**config.mk**
```make
export PLATFORM = sky130hd
export DESIGN_NAME = mac_learn_table
export DESIGN_NICKNAME = d
export VERILOG_FILES = /design/src/rtl/mac_learn_table.sv
export SDC_FILE = /design/constraint.sdc
export NUM_CORES = 2
export LEC_CHECK = 0
export ABC_CLOCK_PERIOD_IN_PS = 73900
export CAP_MARGIN = 20
export CORE_ASPECT_RATIO = 1.25
export CORE_UTILIZATION = 40
export DETAILED_ROUTE_END_ITERATION = 12
export GPL_ROUTABILITY_DRIVEN = 0
export PLACE_DENSITY = 0.51
export REMOVE_ABC_BUFFERS = 1
export SETUP_SLACK_MARGIN = 0.4
export SLEW_MARGIN = 30
export SYNTH_ARGS = -nofsm -noshare
export SYNTH_HDL_FRONTEND = slang
export SYNTH_SLANG_ARGS = --single-unit
```
**constraint.sdc**
```tcl
create_clock -name clk -period 73.9 [get_ports clk]
set_input_delay 7.39 -clock clk [delete_from_list [all_inputs] [get_ports clk]]
set_output_delay 7.39 -clock clk [all_outputs]
set_load 0.005 [all_outputs]
```
**src/rtl/mac_learn_table.sv**
```systemverilog
// mac_learn_table: source-learning MAC table with aging, station move, age-based eviction and flush.
// Optional statistics counters are compiled in when MAC_TABLE_STATS_EN is defined.
module mac_learn_table #(
    parameter int NUM_PORTS   = 4,
    parameter int NUM_ENTRIES = 16,
    parameter int ADDR_W      = 48,
    parameter int AGE_W       = 4,
    parameter int AGE_MAX     = 15,
    parameter int TICK_CYCLES = 1024,
    localparam int PORT_W     = $clog2(NUM_PORTS),
    localparam int IDX_W      = $clog2(NUM_ENTRIES)
) (
    input  logic              clk,
    input  logic              rst_n,
    input  logic              learn_valid_i,
    output logic              learn_ready_o,
    input  logic [ADDR_W-1:0] learn_addr_i,
    input  logic [PORT_W-1:0] learn_port_i,
    input  logic              lkup_valid_i,
    input  logic [ADDR_W-1:0] lkup_addr_i,
    output logic              rsp_valid_o,
    output logic              rsp_hit_o,
    output logic              rsp_flood_o,
    output logic [PORT_W-1:0] rsp_port_o,
    input  logic              flush_i,
    output logic              busy_o,
`ifdef MAC_TABLE_STATS_EN
    input  logic              stat_clr_i,
    output logic [31:0]       stat_hit_o,
    output logic [31:0]       stat_miss_o,
    output logic [31:0]       stat_evict_o,
`endif
    output logic [IDX_W:0]    entries_o
);
    localparam int TICK_W = (TICK_CYCLES > 1) ? $clog2(TICK_CYCLES) : 1;

    typedef enum logic [1:0] {S_IDLE, S_AGE, S_FLUSH} state_t;

    state_t                  r_state, w_state_nxt;
    logic [IDX_W-1:0]        r_idx, w_idx_nxt;
    logic [TICK_W-1:0]       r_tick_cnt;
    logic                    r_pend;
    logic [NUM_ENTRIES-1:0]  r_valid;
    logic [ADDR_W-1:0]       r_addr [NUM_ENTRIES];
    logic [PORT_W-1:0]       r_port [NUM_ENTRIES];
    logic [AGE_W-1:0]        r_age  [NUM_ENTRIES];
    logic [IDX_W:0]          r_count;
    logic                    w_tick, w_go_age, w_last, w_age_op, w_expire, w_clear, w_learn;
    logic                    w_match, w_free, w_lk_hit;
    logic [IDX_W-1:0]        w_match_idx, w_free_idx, w_old_idx, w_wr_idx;
    logic [AGE_W-1:0]        w_old_age;
    logic [PORT_W-1:0]       w_lk_port;

    assign w_tick        = r_tick_cnt == TICK_W'(TICK_CYCLES - 1);
    assign w_go_age      = (r_state == S_IDLE) && !flush_i && (w_tick || r_pend);
    assign w_last        = r_idx == IDX_W'(NUM_ENTRIES - 1);
    assign w_age_op      = (r_state == S_AGE) && !flush_i && r_valid[r_idx];
    assign w_expire      = w_age_op && (r_age[r_idx] == AGE_W'(AGE_MAX));
    assign w_clear       = (r_state == S_FLUSH) && r_valid[r_idx];
    assign learn_ready_o = r_state == S_IDLE;
    assign busy_o        = r_state != S_IDLE;
    assign entries_o     = r_count;
    assign w_learn       = learn_valid_i && learn_ready_o && !learn_addr_i[ADDR_W-8];
    assign w_wr_idx      = w_match ? w_match_idx : (w_free ? w_free_idx : w_old_idx);

    // Learn-side search: existing match, lowest free slot, and oldest entry (lowest index on tie)
    always_comb begin
        w_match     = 1'b0;
        w_match_idx = '0;
        w_free      = 1'b0;
        w_free_idx  = '0;
        w_old_idx   = '0;
        w_old_age   = r_age[0];
        for (int i = NUM_ENTRIES - 1; i >= 0; i--) begin
            if (r_valid[i] && r_addr[i] == learn_addr_i) begin
                w_match     = 1'b1;
                w_match_idx = IDX_W'(i);
            end
            if (!r_valid[i]) begin
                w_free     = 1'b1;
                w_free_idx = IDX_W'(i);
            end
        end
        for (int i = 1; i < NUM_ENTRIES; i++) begin
            if (r_age[i] > w_old_age) begin
                w_old_age = r_age[i];
                w_old_idx = IDX_W'(i);
            end
        end
    end

    // Lookup search against the current (pre-update) table; group addresses never hit
    always_comb begin
        w_lk_hit  = 1'b0;
        w_lk_port = '0;
        for (int i = 0; i < NUM_ENTRIES; i++) begin
            if (r_valid[i] && r_addr[i] == lkup_addr_i && !lkup_addr_i[ADDR_W-8]) begin
                w_lk_hit  = 1'b1;
                w_lk_port = r_port[i];
            end
        end
    end

    // Sweep FSM next state: flush wins everywhere and restarts at index 0
    always_comb begin
        w_state_nxt = r_state;
        w_idx_nxt   = r_idx;
        if (flush_i) begin
            w_state_nxt = S_FLUSH;
            w_idx_nxt   = '0;
        end else if (w_go_age) begin
            w_state_nxt = S_AGE;
            w_idx_nxt   = '0;
        end else if (r_state != S_IDLE) begin
            w_state_nxt = w_last ? S_IDLE : r_state;
            w_idx_nxt   = r_idx + 1'b1;
        end
    end

    // Sweep FSM state and index registers
    always_ff @(posedge clk or negedge rst_n) begin
        if (!rst_n) begin
            r_state <= S_IDLE;
            r_idx   <= '0;
        end else begin
            r_state <= w_state_nxt;
            r_idx   <= w_idx_nxt;
        end
    end

    // Aging tick counter and single pending-tick latch for ticks that arrive while busy
    always_ff @(posedge clk or negedge rst_n) begin
        if (!rst_n) begin
            r_tick_cnt <= '0;
            r_pend     <= 1'b0;
        end else begin
            r_tick_cnt <= w_tick ? '0 : r_tick_cnt + 1'b1;
            r_pend     <= w_go_age ? 1'b0 : (r_pend || w_tick);
        end
    end

    // Table storage: learns only happen in IDLE, so they never collide with sweep writes
    always_ff @(posedge clk or negedge rst_n) begin
        if (!rst_n) begin
            r_valid <= '0;
            for (int i = 0; i < NUM_ENTRIES; i++) begin
                r_addr[i] <= '0;
                r_port[i] <= '0;
                r_age[i]  <= '0;
            end
        end else if (w_learn) begin
            r_valid[w_wr_idx] <= 1'b1;
            r_addr[w_wr_idx]  <= learn_addr_i;
            r_port[w_wr_idx]  <= learn_port_i;
            r_age[w_wr_idx]   <= '0;
        end else if (w_expire || w_clear) begin
            r_valid[r_idx] <= 1'b0;
        end else if (w_age_op) begin
            r_age[r_idx] <= r_age[r_idx] + 1'b1;
        end
    end

    // Valid-entry count: moves, refreshes and evictions leave it unchanged
    always_ff @(posedge clk or negedge rst_n) begin
        if (!rst_n) r_count <= '0;
        else if (w_learn && !w_match && w_free) r_count <= r_count + 1'b1;
        else if (w_expire || w_clear) r_count <= r_count - 1'b1;
    end

    // Registered lookup response; port forced to 0 on miss
    always_ff @(posedge clk or negedge rst_n) begin
        if (!rst_n) begin
            rsp_valid_o <= 1'b0;
            rsp_hit_o   <= 1'b0;
            rsp_flood_o <= 1'b0;
            rsp_port_o  <= '0;
        end else begin
            rsp_valid_o <= lkup_valid_i;
            rsp_hit_o   <= lkup_valid_i && w_lk_hit;
            rsp_flood_o <= lkup_valid_i && !w_lk_hit;
            rsp_port_o  <= (lkup_valid_i && w_lk_hit) ? w_lk_port : '0;
        end
    end

`ifdef MAC_TABLE_STATS_EN
    logic [31:0] r_stat_hit, r_stat_miss, r_stat_evict;
    assign stat_hit_o   = r_stat_hit;
    assign stat_miss_o  = r_stat_miss;
    assign stat_evict_o = r_stat_evict;

    // Saturating statistics counters, counted on responses and full-table replacements
    always_ff @(posedge clk or negedge rst_n) begin
        if (!rst_n || stat_clr_i) begin
            r_stat_hit   <= '0;
            r_stat_miss  <= '0;
            r_stat_evict <= '0;
        end else begin
            if (rsp_valid_o && rsp_hit_o && ~&r_stat_hit) r_stat_hit <= r_stat_hit + 1'b1;
            if (rsp_valid_o && !rsp_hit_o && ~&r_stat_miss) r_stat_miss <= r_stat_miss + 1'b1;
            if (w_learn && !w_match && !w_free && ~&r_stat_evict) r_stat_evict <= r_stat_evict + 1'b1;
        end
    end
`endif
endmodule

```
==> results_dict.tcl <==
set metrics [dict create \
    outcome "finished, final reports clean" \
    crit_fanout 51 \
    synth_ff_type "dfrtp_1" \
    cp-end-kind "flip-flop" \
    start_util 0.4041 \
    p_leak_uw 0.02978 \
    tritoncts "built" \
    grt_first_pass_wirelength_um 364800 \
    cp-start-kind "flip-flop" \
    synth_edf_count 0 \
    synth_top_cell_area_share 0.3977 \
    cpMaxStageDelayCell "o32a_1" \
    postSynth.asyncResetShare 1.000 \
    postCtsSetupBuffers 0 \
    viasPerCell 6.154 \
    wl_per_cell_um 36.32 \
    r2r_slack_ns 46.16 \
    htreeDepth 3 \
    fin_worst_skew_ns 0.04015 \
    synthToLayoutAreaGrowth_pct 11.52 \
    post-dp-hpwl_um 181900 \
    hold_path.class "flip-flop to flip-flop" \
    io_pins 115 \
    core_area_um2 141200 \
    numCtsBuffers 102 \
    period_needed_ns 27.74 \
    setup_viol 0 \
    first_global_vias 45160 \
    portBuffers 114 \
    die_y_um 424.3 \
    layout-drive-gt1-share 0.1612 \
    power_density_nw_per_um2 30.44 \
    relSlewSlack 0.3141 \
    peakVddDrop_v 0.00005603 \
    cts_resized 0 \
    firstDrtPassIters 5 \
    cts-root-buf "clkbuf_16" \
    clkTransAtPathRegs_ns 0.06 \
    period_share 0.3754 \
    syn_inst 5301 \
    slew_viol_final 0 \
    synth.most_common_cell "dfrtp_1" \
    hold_violations 0 \
    fill_cells 13500 \
    clock_latency_ns 0.75 \
    crit_required_ns 74.50 \
    whs_ns 0.4748 \
    rsz0062_at_grt "false" \
    avgSynthCellArea_um2 10.77 \
    worstSetupPathType "flip-flop to flip-flop" \
    fin_nets 5481 \
    power.total_uw 1938 \
    grt_usage 0.3631 \
    synth_area_leaders "dfrtp_1 (40%), xnor2_1 (11%), xor2_1 (10%)" \
    arrival_ns 28.34 \
    cts.sinks 907 \
    drt_iter0_drc 4902 \
    setup-tns-final_ns 0 \
    clockBufferDepth 3 \
    timing.critical_path.mode_cell "ha_1" \
    fmax_mhz 36.04 \
    synth_seq_area_share 0.3977 \
    row_count 154 \
    synth_common_cells "dfrtp_1 (907), xnor2_1 (713), xor2_1 (673), mux2_1 (401), mux2_2 (307)" \
    dieArea_um2 144200 \
    ant_nets 0 \
    cts_hold_buf 0 \
    synth_warnings 0 \
    drc 0 \
    synth_top_cell_by_area "dfrtp_1" \
    grt_max_degree 95 \
    wl_um 264800 \
    ys_ff_latch 907 \
    die_w_um 339.9 \
    synth.distinct_cells 102 \
    num_vias 44870 \
    maxCapViolCount 0 \
    worst_pin_slew_ns 1.019 \
    antenna_found_initial 11 \
    syn_area_um2 57080 \
    overflow 0 \
    cp_slowest_stage_delay_ns 0.76 \
]
[flip-flops by register name, summed over array words and instances, names as in the netlist]
signal,count
rsp_hit_o,1
r_age,64
r_addr,768
rsp_flood_o,1
r_tick_cnt,10
r_valid,16
rsp_port_o,2
r_state,2
rsp_valid_o,1
r_idx,4
entries_o,5
r_pend,1
r_port,32
[worst max-delay path, delay by kind of cell (launching register included)]
family,cells,cell delay [ns]
buffers and inverters,9,1.16
adders and majority gates,18,5.73
and+or+nand+nor,33,5.55
muxes,10,3.57
DFF,1,0.39
AOI/OAI and AO/OA,44,11.07
[where the power goes]
group | internal (uW) | switching [uW] | total, uW
Sequential | 504 | 11.5 | 516
Combinational | 339 | 534 | 873
Clock | 316 | 233 | 549
Total | 1160 | 778 | 1940
[area by class of cell]
| type | instances | area (um^2) | area share |
|---|---|---|---|
| clock inverters | 45 | 515.5 | 0.008099 |
| well taps | 1872 | 2342 | 0.03680 |
| multi-input cells | 3774 | 32010 | 0.5029 |
| flip-flops and latches | 907 | 22700 | 0.3566 |
| inverters | 231 | 867.1 | 0.01362 |
| clock buffers | 145 | 2987 | 0.04692 |
| diodes | 3 | 7.507 | 0.0001179 |
| repair buffers | 314 | 2227 | 0.03499 |
[final timing paths]
| path | start | to | cells after the start |
|---|---|---|---|
| hold reg to reg | entries_o[4]$_DFFE_PN0P_ | entries_o[4]$_DFFE_PN0P_ | 1 |
| hold / removal | entries_o[4]$_DFFE_PN0P_ | entries_o[4]$_DFFE_PN0P_ | 1 |
| setup reg to reg | r_age[61]$_DFFE_PN0P_ | r_addr[97]$_DFFE_PN0P_ | 114 |
| max in group asynchronous | rst_n | r_tick_cnt[2]$_DFF_PN0_ | 4 |
| min in group asynchronous | rst_n | r_addr[88]$_DFFE_PN0P_ | 1 |
| setup / recovery | r_age[61]$_DFFE_PN0P_ | r_addr[97]$_DFFE_PN0P_ | 114 |
[metal layers]
metal,up-vias,track usage,share of wire
li1,18720,-,-
met1,23270,0.4290,0.38
met2,2028,0.5747,0.45
met3,853,0.06031,0.069
met4,4,0.3133,0.10
met5,-,0,0.00012
[per-stage QoR]
stage,utilization,worst slack [ns],std cells,instance area [um^2]
after floorplan,-,48.81,4912,55440
after global placement,0.4251,46.80,7096,60040
after detailed placement,0.4255,46.54,7097,60100
after CTS,0.4503,46.43,7287,63600
after global routing,0.4506,44.11,7288,63640
final,0.4507,46.16,7291,63650
[placed cells by master, fill, tap and decap left out, types with 104 or more instances in the layout]
master,instances
nand2_1,136
buf_4,192
mux2_1,401
nand4_1,226
mux2_2,307
xor2_1,673
xnor2_1,713
inv_1,230
o21ai_0,120
dfrtp_1,907
nor4_1,216
clkbuf_16,104
mux2i_1,169
[kinds of logic after synthesis]
group	count (synthesis)	synth area share
fa+ha+maj	51	0.01120
mux	910	0.1813
buf+inv	620	0.04382
simple gates	921	0.09045
compound gates	506	0.06289
xor+xnor	1386	0.2127
flops	907	0.3977
Power figures use the tool's default switching activity.
